`config.mk`:
```
export PLATFORM = sky130hd
export DESIGN_NAME = mouse_packet_tx
export DESIGN_NICKNAME = d
export VERILOG_FILES = /design/src/rtl/mouse_packet_tx.sv
export SDC_FILE = /design/constraint.sdc
export NUM_CORES = 1
export LEC_CHECK = 0
export BUFFER_PORTS_ARGS = -buffer_cell sky130_fd_sc_hd__buf_2
export CORE_UTILIZATION = 40
export DETAILED_ROUTE_END_ITERATION = 7
export GPL_TIMING_DRIVEN = 0
export SYNTH_ARGS = -nofsm -noshare
export SYNTH_HDL_FRONTEND = slang
export SYNTH_SLANG_ARGS = --single-unit
```
`constraint.sdc`:
```
create_clock -name clk -period 3.4 [get_ports clk]
set_clock_uncertainty 0.05 [all_clocks]
set_input_delay 0 -clock clk [delete_from_list [all_inputs] [get_ports clk]]
set_output_delay 0 -clock clk [all_outputs]
set_load 0.005 [all_outputs]
```
`src/rtl/mouse_packet_tx.sv`:
```
// mouse_packet_tx: CPU-staged 8-byte frame driver for the SPART transmitter
// (BA 11 stat_hi stat_lo x_hi x_lo y_hi y_lo), 3 cycles/byte when tbr stays high.
// Optional macro TX_PENDING_EN adds a one-deep pending send queued while busy.
module mouse_packet_tx (
  input  logic        clk,
  input  logic        rst,
  input  logic        we,
  input  logic [1:0]  addr,
  input  logic [15:0] data_in,
  output logic [15:0] data_out,
  input  logic        tbr,
  output logic [7:0]  tx_data,
  output logic        tx_load,
  output logic        busy,
  output logic        done
);

  typedef enum logic [1:0] {
    IDLE     = 2'd0,
    WAIT_TBR = 2'd1,
    LOAD     = 2'd2,
    GAP      = 2'd3
  } state_t;

  state_t      state;
  logic [2:0]  idx;
  logic [15:0] stat_r, x_r, y_r;
  logic [15:0] snap_s, snap_x, snap_y;
  logic [7:0]  cur_byte;
  logic        send_req;

`ifdef TX_PENDING_EN
  logic        pend;
`endif

  // Only bit 0 of a command write means "send"; everything else is ignored.
  assign send_req = we && (addr == 2'b11) && data_in[0];

  // CPU staging registers, writable at any time (frames use the snapshot).
  always_ff @(posedge clk or posedge rst) begin
    if (rst) begin
      stat_r <= 16'h0000;
      x_r    <= 16'h0000;
      y_r    <= 16'h0000;
    end else if (we) begin
      case (addr)
        2'b00:   stat_r <= data_in;
        2'b01:   x_r    <= data_in;
        2'b10:   y_r    <= data_in;
        default: ;
      endcase
    end
  end

  // Register read window, combinational from addr.
  always_comb begin
    data_out = 16'h0000;
    case (addr)
      2'b00:   data_out = stat_r;
      2'b01:   data_out = x_r;
      2'b10:   data_out = y_r;
      default: data_out = {15'b0, busy};
    endcase
  end

  // Frame byte for the current index, built only from the snapshot.
  always_comb begin
    cur_byte = 8'h00;
    case (idx)
      3'd0:    cur_byte = 8'hBA;
      3'd1:    cur_byte = 8'h11;
      3'd2:    cur_byte = snap_s[15:8];
      3'd3:    cur_byte = snap_s[7:0];
      3'd4:    cur_byte = snap_x[15:8];
      3'd5:    cur_byte = snap_x[7:0];
      3'd6:    cur_byte = snap_y[15:8];
      default: cur_byte = snap_y[7:0];
    endcase
  end

  // Transmit FSM; all outputs are set on the transition into the state that owns them.
  always_ff @(posedge clk or posedge rst) begin
    if (rst) begin
      state   <= IDLE;
      idx     <= 3'd0;
      snap_s  <= 16'h0000;
      snap_x  <= 16'h0000;
      snap_y  <= 16'h0000;
      tx_data <= 8'h00;
      tx_load <= 1'b0;
      busy    <= 1'b0;
      done    <= 1'b0;
`ifdef TX_PENDING_EN
      pend    <= 1'b0;
`endif
    end else begin
      tx_load <= 1'b0;
      done    <= 1'b0;
`ifdef TX_PENDING_EN
      // A request during a frame is remembered once; extra ones fold into it.
      if (state != IDLE && send_req)
        pend <= 1'b1;
`endif
      case (state)
        IDLE: begin
          if (send_req) begin
            snap_s <= stat_r;
            snap_x <= x_r;
            snap_y <= y_r;
            idx    <= 3'd0;
            busy   <= 1'b1;
            state  <= WAIT_TBR;
          end
        end
        WAIT_TBR: begin
          if (tbr) begin
            tx_load <= 1'b1;
            tx_data <= cur_byte;
            state   <= LOAD;
          end
        end
        LOAD: begin
          // Gives the SPART one cycle to drop tbr before it is looked at again.
          state <= GAP;
        end
        GAP: begin
          if (idx == 3'd7) begin
            done <= 1'b1;
`ifdef TX_PENDING_EN
            // A request landing on this very edge is treated like a pending one.
            if (pend || send_req) begin
              snap_s <= stat_r;
              snap_x <= x_r;
              snap_y <= y_r;
              pend   <= 1'b0;
              idx    <= 3'd0;
              state  <= WAIT_TBR;
            end else begin
              busy  <= 1'b0;
              state <= IDLE;
            end
`else
            busy  <= 1'b0;
            state <= IDLE;
`endif
          end else begin
            idx   <= idx + 3'd1;
            state <= WAIT_TBR;
          end
        end
        default: state <= IDLE;
      endcase
    end
  end

endmodule

```
# After elaboration in Yosys (flattened, before gate mapping)
# Cells that the tools add are included.
# classes
n_reduce_logical,14
addsub,1
muxes,16
eq_ne,17
# ops
cell,count
8-bit one-hot mux with 7 select lines,1
16-bit one-hot mux with 3 select lines,1
"3-bit equality test, second input constant",4
2-bit AND reduction,6
"2-bit equality test, second input constant",4
"2-bit != test, second input constant",4
2-bit one-hot mux with 4 select lines,1
1-bit 2-to-1 mux,7
"3-bit by 2-bit equality test with 1-bit output, second input constant",2
3-bit 2-to-1 mux,2
3-bit one-hot mux with 2 select lines,1
3-bit AND reduction,2
"2-bit by 1-bit equality test with 1-bit output, second input constant",2
2-bit zero test,2
2-bit 2-to-1 mux,2
"3-bit by 1-bit adder with 3-bit output, second input constant",1
"3-bit by 1-bit equality test with 1-bit output, second input constant",1
3-bit zero test,1
1-bit logical AND,2
1-bit one-hot mux with 2 select lines,1
2-bit nonzero test,1
# totals
out_inout_bits,27
elab_cells,60
input_bits,22
reg_bits,112

# Longest topological paths before layout
# Gate-level depths: netlist of run 1.
# depth
word_depth,5
depth_mapped,9
ltp_nobuf,7

# Least setup slack after synthesis of run 1
# Ideal clock, no wire load.
# synth_path
kind,register -> register
start,reg idx[2]
end,reg tx_data[5]
t_required_ns,3.217
period_less_slack_ns,2.369
setup_ns,0.133
arrival_time_ns,2.186
stages_incl_launch_ff,10
setup_slack_ns,1.031
n_path_buf,3
cell_sequence,dfrtp_1 -> clkbuf_1 -> inv_1 -> ha_1 -> buf_2 -> or4_4 -> buf_6 -> or3_1 -> o21ai_2 -> a21oi_2
# synth_via
elab_chain_cells,2
# synth_lines
element,line,source
from (decl),26,logic [2:0] idx;
from (signal assigned),147,idx <= idx + 3'd1;
3-bit equality test (tied with other cells),69,case (idx)
8-bit one-hot mux with 7 select lines *,69,
to (signal assigned),118,tx_data <= cur_byte;
to (decl),12,"output logic [7:0] tx_data,"
# Every way passes the cells marked *; elsewhere a longest branch is shown, timed or not.
# A chain may end at the register's enable or synchronous reset.

# Final worst setup path of run 1
# Same ends and word-level chain as after synthesis.

==> results.json, run 1 <==
{
  "status": "finished clean",
  "clkSlewWorstSetupHoldPaths_ps": 80,
  "worst_pin_slew_ps": 900,
  "path_cells": "clkbuf_1 > inv_1 > ha_1 > buf_2 > or4_4 > buf_6 > or3_1 > o21ai_2 > a21oi_2",
  "post-route-period-util": 0.903,
  "register_area_sq_um": 2800,
  "synth-seq-cells": 112,
  "worstReg2RegStart": "idx[2]",
  "syn_to_final_growth_pct": 18.8,
  "drtIter0Drc": 204,
  "synthXorXnorAreaFrac": 0,
  "dpl.hpwl_microns": 8290,
  "p_leak_nw": 2.80,
  "grt_setup_unrepaired": "false",
  "endpoint_kind": "flip-flop",
  "nNetsFinal": 494,
  "ys.warnings.count": 0,
  "reg2reg_depth": 9,
  "antenna_cells": 0,
  "crit_buf_inv": 4,
  "synth_flop_cell": "dfrtp_1",
  "wl_per_cell_microns": 19.5,
  "die_h_microns": 115,
  "cts.path.max_buffers": 2,
  "cap_viol_max_count": 0,
  "postLayoutCellArea_sq_um": 6040,
  "crit_path_start_kind": "flip-flop",
  "arrival_ps": 3250,
  "postCtsHoldBufs": 17,
  "htreeDepth": 3,
  "cts_tree": "done",
  "place.gp.congestion": 0.746,
  "dieArea_sq_um": 13200,
  "multiInputGateArea_sq_um": 2110,
  "maxSlewViolCount": 0,
  "crit_path_max_incr_delay_ps": 570,
  "synth-async-reset-ratio": 1.00,
  "cpMaxStageDelayCell": "or4_4",
  "die_w_microns": 115,
  "relSlewSlack": 0.397,
  "ios": 49,
  "postRouteWirelength_microns": 12400,
  "max_freq_mhz": 326,
  "initial_utilization": 0.416,
  "synth_edf_count": 0,
  "via_count": 3402,
  "cpLargestDelayFamily": "buffers and inverters",
  "route.detailed.drc": 0,
  "criticalPathCategory": "flip-flop to flip-flop",
  "clkLatencyLatePin_ps": 350,
  "synth_top_family_by_area": "multiplexers",
  "fill_cells": 1146,
  "antenna_found_initial": 0,
  "required_ps": 3580,
  "ir_worst_vdd_v": 0.000338,
  "yosysSeqAreaShare": 0.552,
  "setup_viol": 0,
  "yosys.area_share.simple": 0.0512,
  "clock_sinks": 112,
  "r2r_setup_slack_ps": 330,
  "cts_setup_buffers": 0,
  "ctsResizeCount": 0,
  "synth-adder-area-share": 0.0222,
  "synth_compound_area_frac": 0.0783,
  "crit_path_max_fanout": 10,
  "synthCells": 386,
  "row_count": 40,
  "viasPerCell": 5.35,
  "cts_root_buf": "clkbuf_16",
  "hold_end": "state[1]",
  "grt_pass1_vias": 3550,
  "synth.area.mux_share": 0.264,
  "drive_above_1_share": 0.419,
  "grt_usage": 0.204,
  "hold_viol": 0,
  "ant_nets": 0,
  "synth_fp_nets": 417,
  "holdPathStages": 4,
  "drt-pass1-iter-count": 5,
  "grt_pass1_wl_microns": 19600,
  "final.min_clock_period_ps": 3070,
  "dpl-instance-area_sq_um": 5560,
  "synth.cell_area_sq_um": 5080,
  "grt_max_degree": 72,
  "numCtsBuffers": 9,
  "hold_start": "tbr",
  "powerDensity_nw_per_um2": 755,
  "hold_path_class": "input pin to flip-flop",
  "finalPower_mw": 4.56,
  "port_buffers": 48,
  "final_util": 0.494,
  "gr-total-overflow": 0,
  "synth.avg_cell_area_sq_um": 13.2,
  "synth.distinct_cells": 41,
  "fin_cells": 636,
  "r2r-end": "tx_data[5]",
  "core_area_sq_um": 12200,
  "dp_cells": 603
}
-- cells in the mapped netlist, types with 4 or more instances --
cell type  count  area share
dfrtp_1      112        0.55
mux2_2       103        0.23
o21ai_0       26       0.026
nand2_1       25       0.018
mux2i_1       16       0.032
buf_2         13       0.013
inv_1         10      0.0074
ha_1           9       0.022
a31oi_1        6      0.0074
clkbuf_1       6      0.0044
nor2_1         6      0.0044
a21oi_1        5      0.0049
a222oi_1       4      0.0079
-- worst max path at each step --
stage                     startpoint         end  depth (start not counted)
after floorplan                  rst        busy                          1
after global placement           rst     y_r[12]                          2
after detailed placement      idx[2]  tx_data[5]                          9
after CTS                     idx[2]  tx_data[5]                          9
after global routing          idx[2]  tx_data[5]                          9
final                         idx[2]  tx_data[5]                          9
-- per-stage QoR --
| stage | setup slack (ps) | TNS (ps) | hold slack (ps) |
|---|---|---|---|
| after global routing | 203 | 0 | 114 |
| after floorplan | 391 | 0 | 101 |
| after detailed placement | 314 | 0 | 47.6 |
| after CTS | 306 | 0 | 54.8 |
| final | 330 | 0 | 60.7 |
| after global placement | -900 | -99910 | 209 |
-- placed cells by master, fill, tap and decap left out, types with 2 or more instances in the layout --
master	count
a211o_2	2
a21o_1	2
a21oi_1	5
a222oi_1	4
a22o_1	3
a31oi_1	6
a32oi_1	2
and2_1	2
buf_2	61
buf_6	3
clkbuf_1	6
clkbuf_16	9
clkinv_2	2
dfrtp_1	112
dlygate4sd3_1	17
ha_1	9
inv_1	9
mux2_2	103
mux2i_1	16
nand2_1	25
nand2b_1	2
nand4_1	2
nor2_1	6
nor2b_1	3
nor3_1	3
o21ai_0	26
o2bb2ai_1	2
or3_2	3
-- metal layers --
metal / GRT usage / share of wire
met5: 0 / 0
met4: 0.0606 / 0.018
met3: 0.0376 / 0.041
met2: 0.337 / 0.49
met1: 0.272 / 0.46
-- logic make-up after synthesis --
logic type,count (synthesis)
flip-flops,112
buffers and inverters,33
AO/OA/AOI/OAI,60
adder cells (fa/ha/maj),9
AND/OR/NAND/NOR,52
multiplexers,120
-- state kept, by name (all words and copies together), names as in the netlist --
name,cells
done,1
state,2
snap_y,16
tx_data,8
busy,1
snap_s,16
y_r,16
x_r,16
snap_x,16
idx,3
tx_load,1
stat_r,16
-- report_power, final --
part / total (mW) / internal [mW] / switching [mW] / leakage [nW]
clock: 1.09 / 0.596 / 0.493 / 0.150
sequential: 2.08 / 1.79 / 0.294 / 1.39
combinational: 1.38 / 0.721 / 0.662 / 1.26
-- layout make-up --
type / count / share of cell area
inverters: 10 / 0.00663
well taps: 168 / 0.0348
plain buffers: 23 / 0.0207
flip-flops and latches: 112 / 0.464
clock buffers: 10 / 0.0396
clock inverters: 6 / 0.0112
multi-input cells: 241 / 0.350
repair buffers: 66 / 0.0726
-- worst register-to-register path, delay by kind of cell (launching register included) --
family,cells,cell delay (ps)
compound gates,2,110
fa+ha+maj,1,280
buf+inv,4,1260
flops,1,350
simple gates,2,890
No activity file was read; power rests on OpenSTA's default activity.
==> inputs of run 2 (changes only) <==
--- a/config.mk
+++ b/config.mk
@@ -6,6 +6,7 @@
 export NUM_CORES = 1
 export LEC_CHECK = 0
 export BUFFER_PORTS_ARGS = -buffer_cell sky130_fd_sc_hd__buf_2
+export CORE_ASPECT_RATIO = 0.8
 export CORE_UTILIZATION = 40
 export DETAILED_ROUTE_END_ITERATION = 7
 export GPL_TIMING_DRIVEN = 0
==> constraint.sdc (replaced) <==
create_clock -name clk -period 2.64 [get_ports clk]
set_clock_uncertainty 0.05 [all_clocks]
set_input_delay 0 -clock clk [delete_from_list [all_inputs] [get_ports clk]]
set_output_delay 0 -clock clk [all_outputs]
set_load 0.005 [all_outputs]
==> results.json, run 2 (synthesis results as in run 1) <==
{
  "drt-pass1-iter-count": 5,
  "grt_max_degree": 35,
  "post-route-period-util": 0.927,
  "worstReg2RegStart": "idx[2]",
  "cap_viol_max_count": 0,
  "row_count": 36,
  "final_common_cell": "dfrtp_1",
  "max_freq_mhz": 409,
  "numCtsBuffers": 9,
  "final.min_clock_period_ps": 2450,
  "cts_root_buf": "clkbuf_16",
  "ios": 49,
  "r2r_setup_slack_ps": 190,
  "criticalPathCategory": "flip-flop to flip-flop",
  "die_h_microns": 103,
  "fill_cells": 1090,
  "r2r-end": "tx_data[5]",
  "grt_usage": 0.202,
  "cts_tree": "done",
  "core_area_sq_um": 12300,
  "switching_share": 0.317,
  "register_area_sq_um": 2800,
  "cpLargestDelayFamily": "simple AND/OR/NAND/NOR gates",
  "crit_path_start_kind": "flip-flop",
  "postRouteWirelength_microns": 12200,
  "power_frac_comb": 0.305,
  "relSlewSlack": 0.471,
  "gr-total-overflow": 0,
  "grt_pass1_wl_microns": 19300,
  "wl_per_cell_microns": 18.9,
  "cts.path.max_buffers": 2,
  "nNetsFinal": 497,
  "antenna_found_initial": 0,
  "clkSlewWorstSetupHoldPaths_ps": 80,
  "p_int_mw": 4.03,
  "crit_path_max_incr_delay_ps": 570,
  "hold_path_class": "input pin to flip-flop",
  "cp_num_cells": 9,
  "drive_above_1_share": 0.427,
  "clock_sinks": 112,
  "crit_path_max_fanout": 10,
  "hold_viol": 0,
  "clkLatencyLatePin_ps": 350,
  "grt_pass1_vias": 3440,
  "endpoint": "tx_data[5]",
  "mostFrequentLayoutCells": "112 x dfrtp_1, 103 x mux2_2, 61 x buf_2",
  "holdPathStages": 4,
  "cpMaxStageDelayCell": "or4_4",
  "status": "finished clean",
  "port_buffers": 48,
  "dieArea_sq_um": 13200,
  "powerDensity_nw_per_um2": 968,
  "p_sw_mw": 1.87,
  "setup_viol": 0,
  "via_count": 3365,
  "ir_worst_vdd_v": 0.000439,
  "finalPower_mw": 5.90,
  "ant_nets": 0,
  "hold_ws_ps": 53.8,
  "cp-startpoint": "idx[2]",
  "antenna_cells": 0,
  "endpoint_kind": "flip-flop",
  "route.detailed.drc": 0,
  "clkPwrFrac": 0.241,
  "drtIter0Drc": 217,
  "required_ps": 2820,
  "die_w_microns": 128,
  "dpl.hpwl_microns": 8520,
  "p_leak_nw": 2.81,
  "seq_power_share": 0.454,
  "viasPerCell": 5.24,
  "arrival_ps": 2630,
  "syn_to_final_growth_pct": 20.1,
  "grt_setup_unrepaired": "false",
  "path_cells": "clkbuf_4 > clkinvlp_4 > ha_1 > buf_2 > or4_4 > buf_6 > or3_1 > o21ai_2 > a21oi_2",
  "reg2reg_depth": 9,
  "initial_utilization": 0.413,
  "crit_buf_inv": 4,
  "worst_pin_slew_ps": 789,
  "place.gp.congestion": 0.809,
  "maxSlewViolCount": 0,
  "htreeDepth": 3,
  "multiInputGateArea_sq_um": 2110
}
## run 2: cell count changes in the layout (fill, tap and decap cells not counted)
cell / delta
clkbuf_1: -1
clkinv_2: -2
buf_16: -1
clkbuf_4: +1
clkinvlp_4: +3
buf_12: +3
inv_1: -1
inv_4: -1
inv_8: +1
buf_4: +1
## run 2: worst reg2reg max path, cell delays in order, from the launching register on
cell        delay [ps]
dfrtp_1            350
clkbuf_4           250
clkinvlp_4         130
ha_1               200
buf_2              190
or4_4              570
buf_6              170
or3_1              320
o21ai_2             70
a21oi_2             40
## run 2: through the flow
step                      area, sq um  utilization  setup TNS [ps]  worst slack (ps)  instances
final                            6100        0.496               0               193        642
after global routing             6100        0.496               0              73.1        642
after CTS                        6090        0.495               0               100        641
after detailed placement         5600        0.455           -1940              -337        608
after global placement           5540        0.450           -1840              -326        605
after floorplan                  5080            -               0               271        386
## run 2: worst min-delay path by stage
stage	startpoint	to	slack [ps]
floorplan	data_in[0]	x_r[0]	100
global placement	data_in[3]	x_r[3]	210
detailed placement	rst	y_r[11]	40
CTS	tbr	state[1]	50
global route	tbr	state[1]	90
finish	tbr	state[1]	50
## run 2: area by class of cell
| cell class | count | area share |
|---|---|---|
| Sequential cell | 112 | 0.460 |
| Multi-Input combinational cell | 241 | 0.347 |
| Timing Repair Buffer | 69 | 0.0784 |
| Clock buffer | 10 | 0.0392 |
| Tap cell | 171 | 0.0351 |
| Buffer | 23 | 0.0211 |
| Clock inverter | 6 | 0.0125 |
| Inverter | 10 | 0.00739 |
## run 2: power by group through the flow
stage                     clock network (mW)  registers (mW)  logic [mW]
after floorplan                            0            2.57        1.28
after global routing                    1.54            2.76        1.99
after global placement                     0            2.69        1.69
after detailed placement                   0            2.72        1.75
after CTS                               1.47            2.68        1.79
final                                   1.42            2.68        1.80
## run 2: per-layer routing
layer	global-route usage	wire length (microns)
met5	0	0
met4	0.0606	121
met3	0.0420	401
met2	0.330	5900
met1	0.274	5750
## run 2: what timing repair did
item | 4_1_cts | 5_1_grt
setup endpoints to repair | 8 | 2
setup buffers | 0 | 1
resized for setup | 2 | 1
hold buffers | 17 | 0
hold endpoints to repair | 71 | 0
==> inputs of run 3 (changes only) <==
--- a/config.mk
+++ b/config.mk
@@ -7,9 +7,11 @@
 export LEC_CHECK = 0
 export BUFFER_PORTS_ARGS = -buffer_cell sky130_fd_sc_hd__buf_2
 export CORE_ASPECT_RATIO = 0.8
-export CORE_UTILIZATION = 40
+export CORE_UTILIZATION = 53
 export DETAILED_ROUTE_END_ITERATION = 7
 export GPL_TIMING_DRIVEN = 0
+export MAX_ROUTING_LAYER = met4
+export PLACE_DENSITY = 0.75
 export SYNTH_ARGS = -nofsm -noshare
 export SYNTH_HDL_FRONTEND = slang
 export SYNTH_SLANG_ARGS = --single-unit
==> results.json, run 3 (synthesis results as in run 1) <==
{
  "worstReg2RegStart": "idx[2]",
  "final.min_clock_period_ps": 2510,
  "grt_max_degree": 45,
  "clkLatencyLatePin_ps": 350,
  "die_h_microns": 89.6,
  "viasPerCell": 5.81,
  "setup_viol": 0,
  "cts.path.max_buffers": 2,
  "grt_setup_unrepaired": "false",
  "maxSlewViolCount": 0,
  "core_area_sq_um": 9190,
  "grt_pass1_vias": 3483,
  "grt_pass1_wl_microns": 18500,
  "dieArea_sq_um": 9980,
  "dpl.hpwl_microns": 7960,
  "port_buffers": 48,
  "cts_root_buf": "clkbuf_16",
  "post-route-period-util": 0.951,
  "crit_path_start_kind": "flip-flop",
  "htreeDepth": 3,
  "crit_path_max_fanout": 10,
  "hold_path_class": "input pin to flip-flop",
  "gr-total-overflow": 0,
  "path_cells": "clkbuf_4 > clkinvlp_4 > ha_1 > buf_2 > or4_4 > buf_6 > or3_1 > o21ai_2 > a21oi_2",
  "worst_pin_slew_ps": 733,
  "status": "finished, violations left",
  "fin_tns_setup_ps": 0,
  "top_usage_layer": "met2",
  "relSlewSlack": 0.509,
  "antenna_found_initial": 0,
  "met2_usage": 0.430,
  "cp_num_cells": 9,
  "ir_worst_vdd_v": 0.000590,
  "hold_viol": 0,
  "max_freq_mhz": 399,
  "final_util": 0.650,
  "ant_nets": 0,
  "grtUsageMet1": 0.335,
  "fin_cells": 585,
  "ios": 49,
  "use_met3": 0.0488,
  "route.detailed.drc": 3,
  "mostFrequentLayoutCells": "112 x dfrtp_1, 103 x mux2_2, 61 x buf_2",
  "numCtsBuffers": 9,
  "endpoint_kind": "flip-flop",
  "drive_above_1_share": 0.426,
  "drt-pass1-iter-count": 8,
  "cpMaxStageDelayCell": "or4_4",
  "wl_per_cell_microns": 19.9,
  "cts_tree": "done",
  "syn_to_final_growth_pct": 17.6,
  "place.gp.congestion": 0.813,
  "nNetsFinal": 496,
  "initial_utilization": 0.552,
  "violations": "design-rule violations",
  "endpoint": "tx_data[5]",
  "final_common_cell": "dfrtp_1",
  "clock_sinks": 112,
  "grt_usage": 0.260,
  "crit_buf_inv": 4,
  "r2r-end": "tx_data[5]",
  "crit_path_max_incr_delay_ps": 570,
  "powerDensity_nw_per_um2": 967,
  "required_ps": 2810,
  "clkSlewWorstSetupHoldPaths_ps": 70,
  "row_count": 31,
  "antenna_cells": 0,
  "cap_viol_max_count": 0,
  "via_count": 3398,
  "r2r_setup_slack_ps": 130,
  "postRouteWirelength_microns": 11600,
  "die_w_microns": 111,
  "drtIter0Drc": 263,
  "place_ws_ps": -345,
  "criticalPathCategory": "flip-flop to flip-flop",
  "worst_slack_ps": 131,
  "cpLargestDelayFamily": "simple AND/OR/NAND/NOR gates",
  "reg2reg_depth": 9,
  "cp-startpoint": "idx[2]",
  "arrival_ps": 2680,
  "dp_cells": 551,
  "p_leak_nw": 2.79
}
run 3: cell types whose count changed in the layout (fill, tap and decap cells not counted), sizes merged:
cell,before,now
bufinv,1,0
clkinv,1,3
clkbuf,16,15
buf,69,68
run 3: per-layer routing:
layer	part of all wire	wire length, microns
met5	0	0
met4	0.012	142
met3	0.037	432
met2	0.49	5680
met1	0.46	5380
run 3: worst min-delay path by stage:
stage	depth (start not counted)	start	slack, ps	to
global placement	2	data_in[11]	210	y_r[11]
floorplan	1	data_in[0]	100	x_r[0]
finish	4	tbr	60	state[0]
CTS	4	tbr	50	state[0]
detailed placement	2	rst	110	state[0]
global route	4	tbr	120	state[0]
run 3: worst min-delay path: cells and delay by family:
kind,cells,cell delay [ps]
AND/OR/NAND/NOR,2,170
AO/OA/AOI/OAI,1,160
buffers and inverters,1,90
run 3: where the power goes:
| group | leakage (nW) | internal [mW] | total, mW | switching (mW) |
|---|---|---|---|---|
| sequential | 1.39 | 2.31 | 2.68 | 0.373 |
| combinational | 1.27 | 0.949 | 1.81 | 0.859 |
| clock | 0.135 | 0.652 | 1.29 | 0.635 |
run 3: area by class of cell:
class | count | area [sq um]
inverters | 10 | 45.0
repair buffers | 68 | 458
multi-input cells | 241 | 2110
well taps | 115 | 144
flip-flops and latches | 112 | 2800
clock buffers | 9 | 225
fillers | 673 | 3220
clock inverters | 7 | 56.3
plain buffers | 23 | 129
run 3: repair_timing:
action / CTS / global route
buffers inserted: 0 / 1
resized for setup: 2 / 1
endpoints found under the setup margin: 8 / 1
hold buffers: 17 / 0
endpoints found under the hold margin: 77 / 0
run 3: per-stage QoR:
step | power [mW] | hold slack [ps] | cell area (sq um)
floorplan | 3.86 | 101 | 5080
global placement | 4.35 | 208 | 5470
detailed placement | 4.45 | 107 | 5510
CTS | 5.76 | 50.0 | 5960
global route | 6.12 | 123 | 5970
finish | 5.77 | 64.0 | 5970
